### src/rtl/cpu_mips.sv
// ============================================================================
// Module      : cpu_mips
// Description : Single-cycle 32-bit MIPS subset core fetching from 128-bit
//               lines. Optional macro CPUMIPS_JUMP_EN enables the j instruction.
// Revision    : 1.0 - initial release
// ============================================================================
`default_nettype none

module cpu_mips #(
    parameter logic [31:0] PC_RESET = 32'h0000_0000
) (
    input  logic         clk,
    input  logic         rstn,
    input  logic [127:0] ii_miss_data,
    input  logic [127:0] id_miss_data,
    output logic [31:0]  oi_addr,
    output logic [31:0]  od_addr,
    output logic [31:0]  od_write_data,
    output logic         od_SIG_write
);

    localparam logic [5:0] c_OP_RTYPE = 6'h00;
    localparam logic [5:0] c_OP_J     = 6'h02;
    localparam logic [5:0] c_OP_BEQ   = 6'h04;
    localparam logic [5:0] c_OP_ADDI  = 6'h08;
    localparam logic [5:0] c_OP_LW    = 6'h23;
    localparam logic [5:0] c_OP_SW    = 6'h2B;

    localparam logic [2:0] c_ALU_ADD = 3'd0;
    localparam logic [2:0] c_ALU_SUB = 3'd1;
    localparam logic [2:0] c_ALU_AND = 3'd2;
    localparam logic [2:0] c_ALU_OR  = 3'd3;
    localparam logic [2:0] c_ALU_SLT = 3'd4;

    logic [31:0] r_pc;
    logic [31:0] r_regs [0:31];

    logic [31:0] w_instr;
    logic [5:0]  w_op;
    logic [4:0]  w_rs;
    logic [4:0]  w_rt;
    logic [4:0]  w_rd;
    logic [5:0]  w_funct;
    logic [31:0] w_simm;
    logic [31:0] w_rs_val;
    logic [31:0] w_rt_val;
    logic [31:0] w_alu_b;
    logic [2:0]  w_alu_op;
    logic [31:0] w_alu_res;
    logic        w_we;
    logic [4:0]  w_wa;
    logic        w_mem_rd;
    logic        w_store;
    logic        w_branch;
    logic        w_jump;
    logic [31:0] w_load_data;
    logic [31:0] w_wb_data;
    logic [31:0] w_pc4;
    logic [31:0] w_pc_next;
    logic        w_unused_shamt;

    // PC bits [3:2] pick the word, so the program wraps over the same line.
    assign w_instr  = ii_miss_data[{r_pc[3:2], 5'b0} +: 32];
    assign w_op     = w_instr[31:26];
    assign w_rs     = w_instr[25:21];
    assign w_rt     = w_instr[20:16];
    assign w_rd     = w_instr[15:11];
    assign w_funct  = w_instr[5:0];
    assign w_simm   = {{16{w_instr[15]}}, w_instr[15:0]};
    assign w_unused_shamt = ^w_instr[10:6];

    assign w_rs_val = (w_rs == 5'd0) ? 32'd0 : r_regs[w_rs];
    assign w_rt_val = (w_rt == 5'd0) ? 32'd0 : r_regs[w_rt];

    always_comb begin
        w_alu_b  = w_rt_val;
        w_alu_op = c_ALU_ADD;
        w_we     = 1'b0;
        w_wa     = w_rd;
        w_mem_rd = 1'b0;
        w_store  = 1'b0;
        w_branch = 1'b0;
        w_jump   = 1'b0;
        case (w_op)
            c_OP_RTYPE: begin
                case (w_funct)
                    6'h20: begin w_alu_op = c_ALU_ADD; w_we = 1'b1; end
                    6'h22: begin w_alu_op = c_ALU_SUB; w_we = 1'b1; end
                    6'h24: begin w_alu_op = c_ALU_AND; w_we = 1'b1; end
                    6'h25: begin w_alu_op = c_ALU_OR;  w_we = 1'b1; end
                    6'h2A: begin w_alu_op = c_ALU_SLT; w_we = 1'b1; end
                    default: w_we = 1'b0;
                endcase
            end
            c_OP_ADDI: begin
                w_alu_b = w_simm;
                w_we    = 1'b1;
                w_wa    = w_rt;
            end
            c_OP_LW: begin
                w_alu_b  = w_simm;
                w_we     = 1'b1;
                w_wa     = w_rt;
                w_mem_rd = 1'b1;
            end
            c_OP_SW: begin
                w_alu_b = w_simm;
                w_store = 1'b1;
            end
            c_OP_BEQ: begin
                w_alu_op = c_ALU_SUB;
                w_branch = 1'b1;
            end
`ifdef CPUMIPS_JUMP_EN
            c_OP_J: w_jump = 1'b1;
`else
            c_OP_J: w_jump = 1'b0;
`endif
            default: w_we = 1'b0;
        endcase
    end

    always_comb begin
        w_alu_res = 32'd0;
        case (w_alu_op)
            c_ALU_ADD: w_alu_res = w_rs_val + w_alu_b;
            c_ALU_SUB: w_alu_res = w_rs_val - w_alu_b;
            c_ALU_AND: w_alu_res = w_rs_val & w_alu_b;
            c_ALU_OR:  w_alu_res = w_rs_val | w_alu_b;
            c_ALU_SLT: w_alu_res = {31'd0, $signed(w_rs_val) < $signed(w_alu_b)};
            default:   w_alu_res = 32'd0;
        endcase
    end

    assign w_load_data = id_miss_data[{w_alu_res[3:2], 5'b0} +: 32];
    assign w_wb_data   = w_mem_rd ? w_load_data : w_alu_res;

    assign w_pc4 = r_pc + 32'd4;

    always_comb begin
        w_pc_next = w_pc4;
        if (w_jump)
            w_pc_next = {w_pc4[31:28], w_instr[25:0], 2'b00};
        else if (w_branch && (w_rs_val == w_rt_val))
            w_pc_next = w_pc4 + {w_simm[29:0], 2'b00};
    end

    always_ff @(posedge clk) begin
        if (rstn) begin
            r_pc <= PC_RESET;
            for (int i = 0; i < 32; i++)
                r_regs[i] <= 32'(i);
        end else begin
            r_pc <= w_pc_next;
            if (w_we && (w_wa != 5'd0))
                r_regs[w_wa] <= w_wb_data;
        end
    end

    assign oi_addr       = r_pc;
    assign od_addr       = w_alu_res;
    assign od_write_data = w_rt_val;
    // Store strobe is suppressed while reset is held so memory never sees a write.
    assign od_SIG_write  = w_store & ~rstn;

endmodule

`default_nettype wire

### config.mk
export PLATFORM = sky130hd
export DESIGN_NAME = cpu_mips
export DESIGN_NICKNAME = d
export VERILOG_FILES = /design/src/rtl/cpu_mips.sv
export SDC_FILE = /design/constraint.sdc
export NUM_CORES = 2
export LEC_CHECK = 0
export CORE_UTILIZATION = 52
export CTS_CLUSTER_DIAMETER = 40
export DETAILED_ROUTE_END_ITERATION = 7
export HOLD_SLACK_MARGIN = 0.03
export PLACE_DENSITY_LB_ADDON = 0.08
export SYNTH_ARGS = -nofsm -noshare
export SYNTH_HDL_FRONTEND = slang
export SYNTH_SLANG_ARGS = --single-unit
### constraint.sdc
create_clock -name clk -period 8.5 [get_ports clk]
set_input_delay 0.85 -clock clk [delete_from_list [all_inputs] [get_ports clk]]
set_output_delay 0.85 -clock clk [all_outputs]
set_load 0.005 [all_outputs]
# ---- Yosys cells after proc, flatten, opt, wreduce, memory -nomap -nowiden
# Memory sizes are Yosys's and may differ from the RTL's.
# Index checks and enable logic that the tools add are counted.
dict set report word_totals {
  reg_bits 32
  ram_bits 1024
  inputBits 258
  word_cells 60
  memories 1
}
dict set report op_classes {
  n_addsub 4
  n_lt_le_gt_ge 1
  eq_ne 14
  shift 2
  n_mux 22
  bitwise_logic 4
  n_reduce_logical 11
}
# memory depth word_bits rd rd_ports_with_merged_regs wr line_no
set memory_table {}
lappend memory_table {r_regs 32 32 2 0 32 36} ;# logic [31:0] r_regs [0:31];
# operator n
set ops {}
lappend ops {{128-bit by 8-bit indexed part select with 32-bit output} 2}
lappend ops {{32-bit two-way mux} 6}
lappend ops {{32-bit case mux with 5 select lines} 1}
lappend ops {{32-bit adder} 2}
lappend ops {{6-bit equality test, second input constant} 7}
lappend ops {{32-bit by 3-bit adder with 32-bit output, second input constant} 1}
lappend ops {{32-bit AND} 1}
lappend ops {{32-bit equality test} 1}
lappend ops {{32-bit less-than comparator} 1}
lappend ops {{32-bit bitwise OR} 1}
lappend ops {{32-bit OR reduction} 1}
lappend ops {{32-bit subtractor} 1}
lappend ops {{3-bit case mux with 4 select lines} 1}
lappend ops {{5-bit zero test} 2}
lappend ops {{1-bit two-way mux} 10}
lappend ops {{5-bit two-way mux} 2}
lappend ops {{3-bit by 2-bit equality test with 1-bit output, second input constant} 2}
lappend ops {{6-bit by 3-bit equality test with 1-bit output, second input constant} 1}
lappend ops {{6-bit by 4-bit equality test with 1-bit output, second input constant} 1}
lappend ops {{6-bit zero test} 1}
lappend ops {{3-bit case mux with 2 select lines} 1}
lappend ops {{5-bit nonzero test} 1}
lappend ops {{5-bit OR reduction} 1}
lappend ops {{3-bit by 1-bit equality test with 1-bit output, second input constant} 1}
lappend ops {{8 further kinds} 9}

# ---- Depth between registers and ports, before layout
dict set report depth {
  depth_word 11
  mapped_depth 30
  mapped_depth_nobuf 23
}

# ---- Worst setup path after synthesis
# OpenSTA, ideal clock, no wires.
dict set report synth_path {
  path_kind {in2out}
  startpoint {input ii_miss_data[115]}
  endpoint {output od_addr[26]}
  arrival_time_ps 6113
  t_required_ps 7650
  slack_ps 1537
  stages 21
  cell_sequence {mux4_2 buf_2 or2_2 clkbuf_1 o31ai_1 buf_2 a21oi_1 a31oi_1 inv_1 a21boi_0 fa_1 nor2b_1 o21ai_0 a21o_1 a211oi_1 nor3_1 a2111oi_0 o41ai_2 o21ai_0 a221o_1 a221o_1}
}
dict set report synth_via {
  elab_chain_len 6
  word_cells_on_any_way 10
}
# element line_no
set synth_rtl {}
lappend synth_rtl {{start, declared} 14} ;# input logic [127:0] ii_miss_data,
lappend synth_rtl {{128-bit by 8-bit indexed part select with 32-bit output *} 63} ;# assign w_instr = ii_miss_data[{r_pc[3:2], 5'b0} +: 32];
lappend synth_rtl {{memory read 32 x 32 bit / 5-bit zero test (equally long branches)} n/a}
lappend synth_rtl {{32-bit two-way mux *} 73} ;# assign w_rt_val = (w_rt == 5'd0) ? 32'd0 : r_regs[w_rt];
lappend synth_rtl {{net od_write_data[1]} 18} ;# output logic [31:0] od_write_data,
lappend synth_rtl {{32-bit two-way mux *} 84} ;# case (w_op)
lappend synth_rtl {{32-bit subtractor / 32-bit adder (equally long branches)} {127, 126}}
lappend synth_rtl {{32-bit case mux with 5 select lines *} 125} ;# case (w_alu_op)
lappend synth_rtl {{end, declared} 17} ;# output logic [31:0] od_addr,
# The timed path passes the listed nets; every way through them passes the cells marked *.

# ---- Worst setup path after layout
dict set report layout_path {
  startpoint {input ii_miss_data[117]}
  endpoint {output od_addr[29]}
}
dict set report layout_via {
  elab_chain_len 5
  word_cells_on_any_way 9
}
# element line_no
set layout_rtl {}
lappend layout_rtl {{128-bit by 8-bit indexed part select with 32-bit output *} 63}
lappend layout_rtl {{memory read 32 x 32 bit / 5-bit zero test (equally long branches)} n/a}
lappend layout_rtl {{32-bit two-way mux *} 72} ;# assign w_rs_val = (w_rs == 5'd0) ? 32'd0 : r_regs[w_rs];
lappend layout_rtl {{32-bit subtractor, or another cell as far along} 127} ;# c_ALU_SUB: w_alu_res = w_rs_val - w_alu_b;
lappend layout_rtl {{32-bit case mux with 5 select lines *} 125}
# Every way passes the cells marked *; elsewhere a longest branch is shown, timed or not.

==> results.sh <==
export IMPL_cpLargestDelayFamily="buffers and inverters"
export IMPL_syn_inst=6266
export IMPL_die_w_um=354
export IMPL_worstMarginPinSlew_ns=1.42
export IMPL_cts_tree="yes"
export IMPL_finalMaxSlewViolations=0
export IMPL_outcome="completed"
export IMPL_cts_sinks=1053
export IMPL_finalHoldViolCount=0
export IMPL_htree_levels=4
export IMPL_drc_errors=0
export IMPL_nNetsFinal=7128
export IMPL_async_flop_share_pct=0
export IMPL_post_dp_hpwl_um=189000
export IMPL_slowest_stage="mux4_4"
export IMPL_ir_worst_vdd_v=0.000507
export IMPL_coreArea_sq_um=122000
export IMPL_place_inst=8183
export IMPL_required_ns=7.65
export IMPL_clockBufferDepth=3
export IMPL_yosys_area_top_type_share_pct=47.7
export IMPL_synthTopCellsByArea="edfxtp_1 (48%), mux4_2 (7.1%), nor2_1 (6.6%)"
export IMPL_clock_latency_ns=0.80
export IMPL_synth_largest_area_cell="edfxtp_1"
export IMPL_path_max_fanout=41
export IMPL_finalSetupViolations=0
export IMPL_fp_row_count=128
export IMPL_power_density_nw_per_um2=293
export IMPL_p_leak_nw=29.3
export IMPL_first_iter_violations=10500
export IMPL_fin_ws_ns=0.102
export IMPL_hold_path_class="input pin to register"
export IMPL_synth_ff_type="edfxtp_1"
export IMPL_dieArea_sq_um=125000
export IMPL_maxCapViolCount=0
export IMPL_placed_cell_area_sq_um=72000
export IMPL_finalCritPeriodShare_pct=98.8
export IMPL_clkTransAtPathRegs_ns=0.05
export IMPL_cts_root_buf="clkbuf_16"
export IMPL_max_freq_mhz=119
export IMPL_grt_max_degree=86
export IMPL_pre_cts_slack_ns=-0.117
export IMPL_stdcell_count=8492
export IMPL_grt_pass1_vias=55200
export IMPL_io_pins=355
export IMPL_hold_buffers=0
export IMPL_yosys_cell_count_top_type="nor2_1"
export IMPL_ys_seq_elements=1053
export IMPL_synth_seq_area_share_pct=48.7
export IMPL_rsz0062_at_grt="false"
export IMPL_p_total_w=0.0227
export IMPL_cts_made_buffers=149
export IMPL_drive_above_1_share_pct=16.5
export IMPL_postLayoutCellArea_sq_um=77500
export IMPL_vias=58800
export IMPL_start_util_pct=52.7
export IMPL_grt_antenna_before_repair=11
export IMPL_grt_pass1_wl_um=398000
export IMPL_crit_top_cell="buf_4"
export IMPL_worst_path_buf_inv=9
export IMPL_crit_path_end_kind="primary output"
export IMPL_fillers=9859
export IMPL_synth_commonest_cells="nor2_1 (1134), edfxtp_1 (1023), nand2_1 (926)"
export IMPL_yosys_warnings=0
export IMPL_dr_pass1_iters=8
export IMPL_synth_edf_count=1023
export IMPL_synth_area_sq_um=64300
export IMPL_skew_ns=0.0382
export IMPL_worstSetupPathType="input pin to primary output"
export IMPL_routed_wirelength_um=287000
export IMPL_fin_crit_ns=8.40
export IMPL_relSlewSlack_pct=5.29
export IMPL_viasPerCell=6.92
export IMPL_grt_overflow=0
export IMPL_yosysUniqueCellTypes=98
export IMPL_cp_cell_sequence="clkdlybuf4s50_1 -> mux4_4 -> buf_4 -> buf_12 -> nor2b_2 -> buf_4 -> a32oi_1 -> a211oi_1 -> and3_1 -> buf_12 -> inv_1 -> ha_1 -> nor4_2 -> buf_4 -> and2_1 -> nand4_1 -> and3_1 -> a311o_1 -> o31ai_1 -> buf_4 -> a21oi_1 -> a221o_1 -> a221o_1 -> clkdlybuf4s50_1"
export IMPL_area_growth_pct=20.5
export IMPL_cpPeakStageDelay_ns=0.83
export IMPL_grt_util_all_layers_pct=44.6
export IMPL_gp_congestion=1.03
export IMPL_port_buffers=352
export IMPL_avgSynthCellArea_sq_um=10.3
export IMPL_wire_per_inst_um=33.8
export IMPL_cp_arrival_ns=7.55
export IMPL_critPathLaunchType="input pin"
export IMPL_dieHeight_um=354
export IMPL_ant_nets=0
-- final timing paths --
check | slack (ns) | endpoint | start | cells after the start
worst max-delay path | 0.10 | od_addr[29] | ii_miss_data[117] | 24
worst min-delay path | 0.68 | r_regs[0][12] | rstn | 1
worst max register to register | 1.39 | r_regs[18][25] | oi_addr[2] | 30
worst min register to register | 0.70 | oi_addr[23] | oi_addr[23] | 3
-- metrics by stage --
stage	hold WS [ns]	util [%]	setup TNS, ns
final	0.683	63.5	0
after global routing	0.725	63.4	0
after CTS	0.695	63.2	0
after detailed placement	0.682	58.9	-0.182
after global placement	0.675	58.9	-0.304
after floorplan	0.593	-	0
-- logic make-up (layout without fill, tap and decap cells) --
family	Yosys count	count (layout)	share of synthesized area, %
other cells	1	43	0.00583
flops	1053	1053	48.7
xor+xnor	88	88	1.20
compound gates	1061	1061	11.9
fa+ha+maj	134	134	2.64
simple gates	2667	2667	17.6
mux	574	577	13.0
buf+inv	688	1244	5.01
-- sequential cells by signal (all words and copies together) (netlist names) --
signal	flops
oi_addr	30
r_regs	1023
-- what timing repair did --
action,in CTS,in global routing
cloned,1,2
pin swaps,0,8
endpoints found under the setup margin,12,13
buffers inserted,11,13
resized for setup,7,39
-- area by class of cell --
class / count / area (sq um) / share of cell area [%]
flip-flops and latches: 1053 / 31300 / 40.4
multi-input cells: 4560 / 30600 / 39.4
repair buffers: 847 / 8060 / 10.4
clock buffers: 170 / 3870 / 4.99
well taps: 1625 / 2030 / 2.62
clock inverters: 102 / 1200 / 1.54
inverters: 125 / 469 / 0.605
diodes: 10 / 25.0 / 0.0323
-- metal layers --
metal / up-vias / global-route usage (%) / share of wire [%]
met2: 5361 / 66.3 / 43
met4: 14 / 25.9 / 7.0
li1: 23800 / - / -
met3: 1087 / 13.8 / 15
met1: 28500 / 57.7 / 35
met5: - / 0 / 0.049
-- cell usage in the layout (no fill, tap or decap), types with 19 or more instances in the layout --
cell type / n
nand2b_2: 26
a21oi_1: 181
a211oi_1: 188
buf_4: 424
nor2_1: 1129
a311oi_1: 124
o22ai_1: 44
o21ai_0: 78
inv_1: 124
nor3_1: 49
a32o_1: 25
nand2_1: 918
a21o_1: 39
xor2_1: 24
xnor2_1: 64
ha_1: 131
dfxtp_1: 28
edfxtp_1: 1023
nand3_1: 206
o21bai_1: 21
a32oi_1: 23
mux2_2: 42
a31oi_1: 49
conb_1: 33
buf_12: 62
and3_1: 45
nor2b_1: 166
mux2i_1: 321
clkdlybuf4s50_1: 346
a22oi_1: 29
a221oi_1: 21
mux4_2: 201
clkbuf_16: 152
a21oi_2: 26
bufinv_16: 19
-- power by group --
part / internal (W) / switching [W]
logic: 0.00365 / 0.00670
clock network: 0.00389 / 0.00253
registers: 0.00586 / 0.0000990
total: 0.0134 / 0.00932
Power figures use the tool's default switching activity.
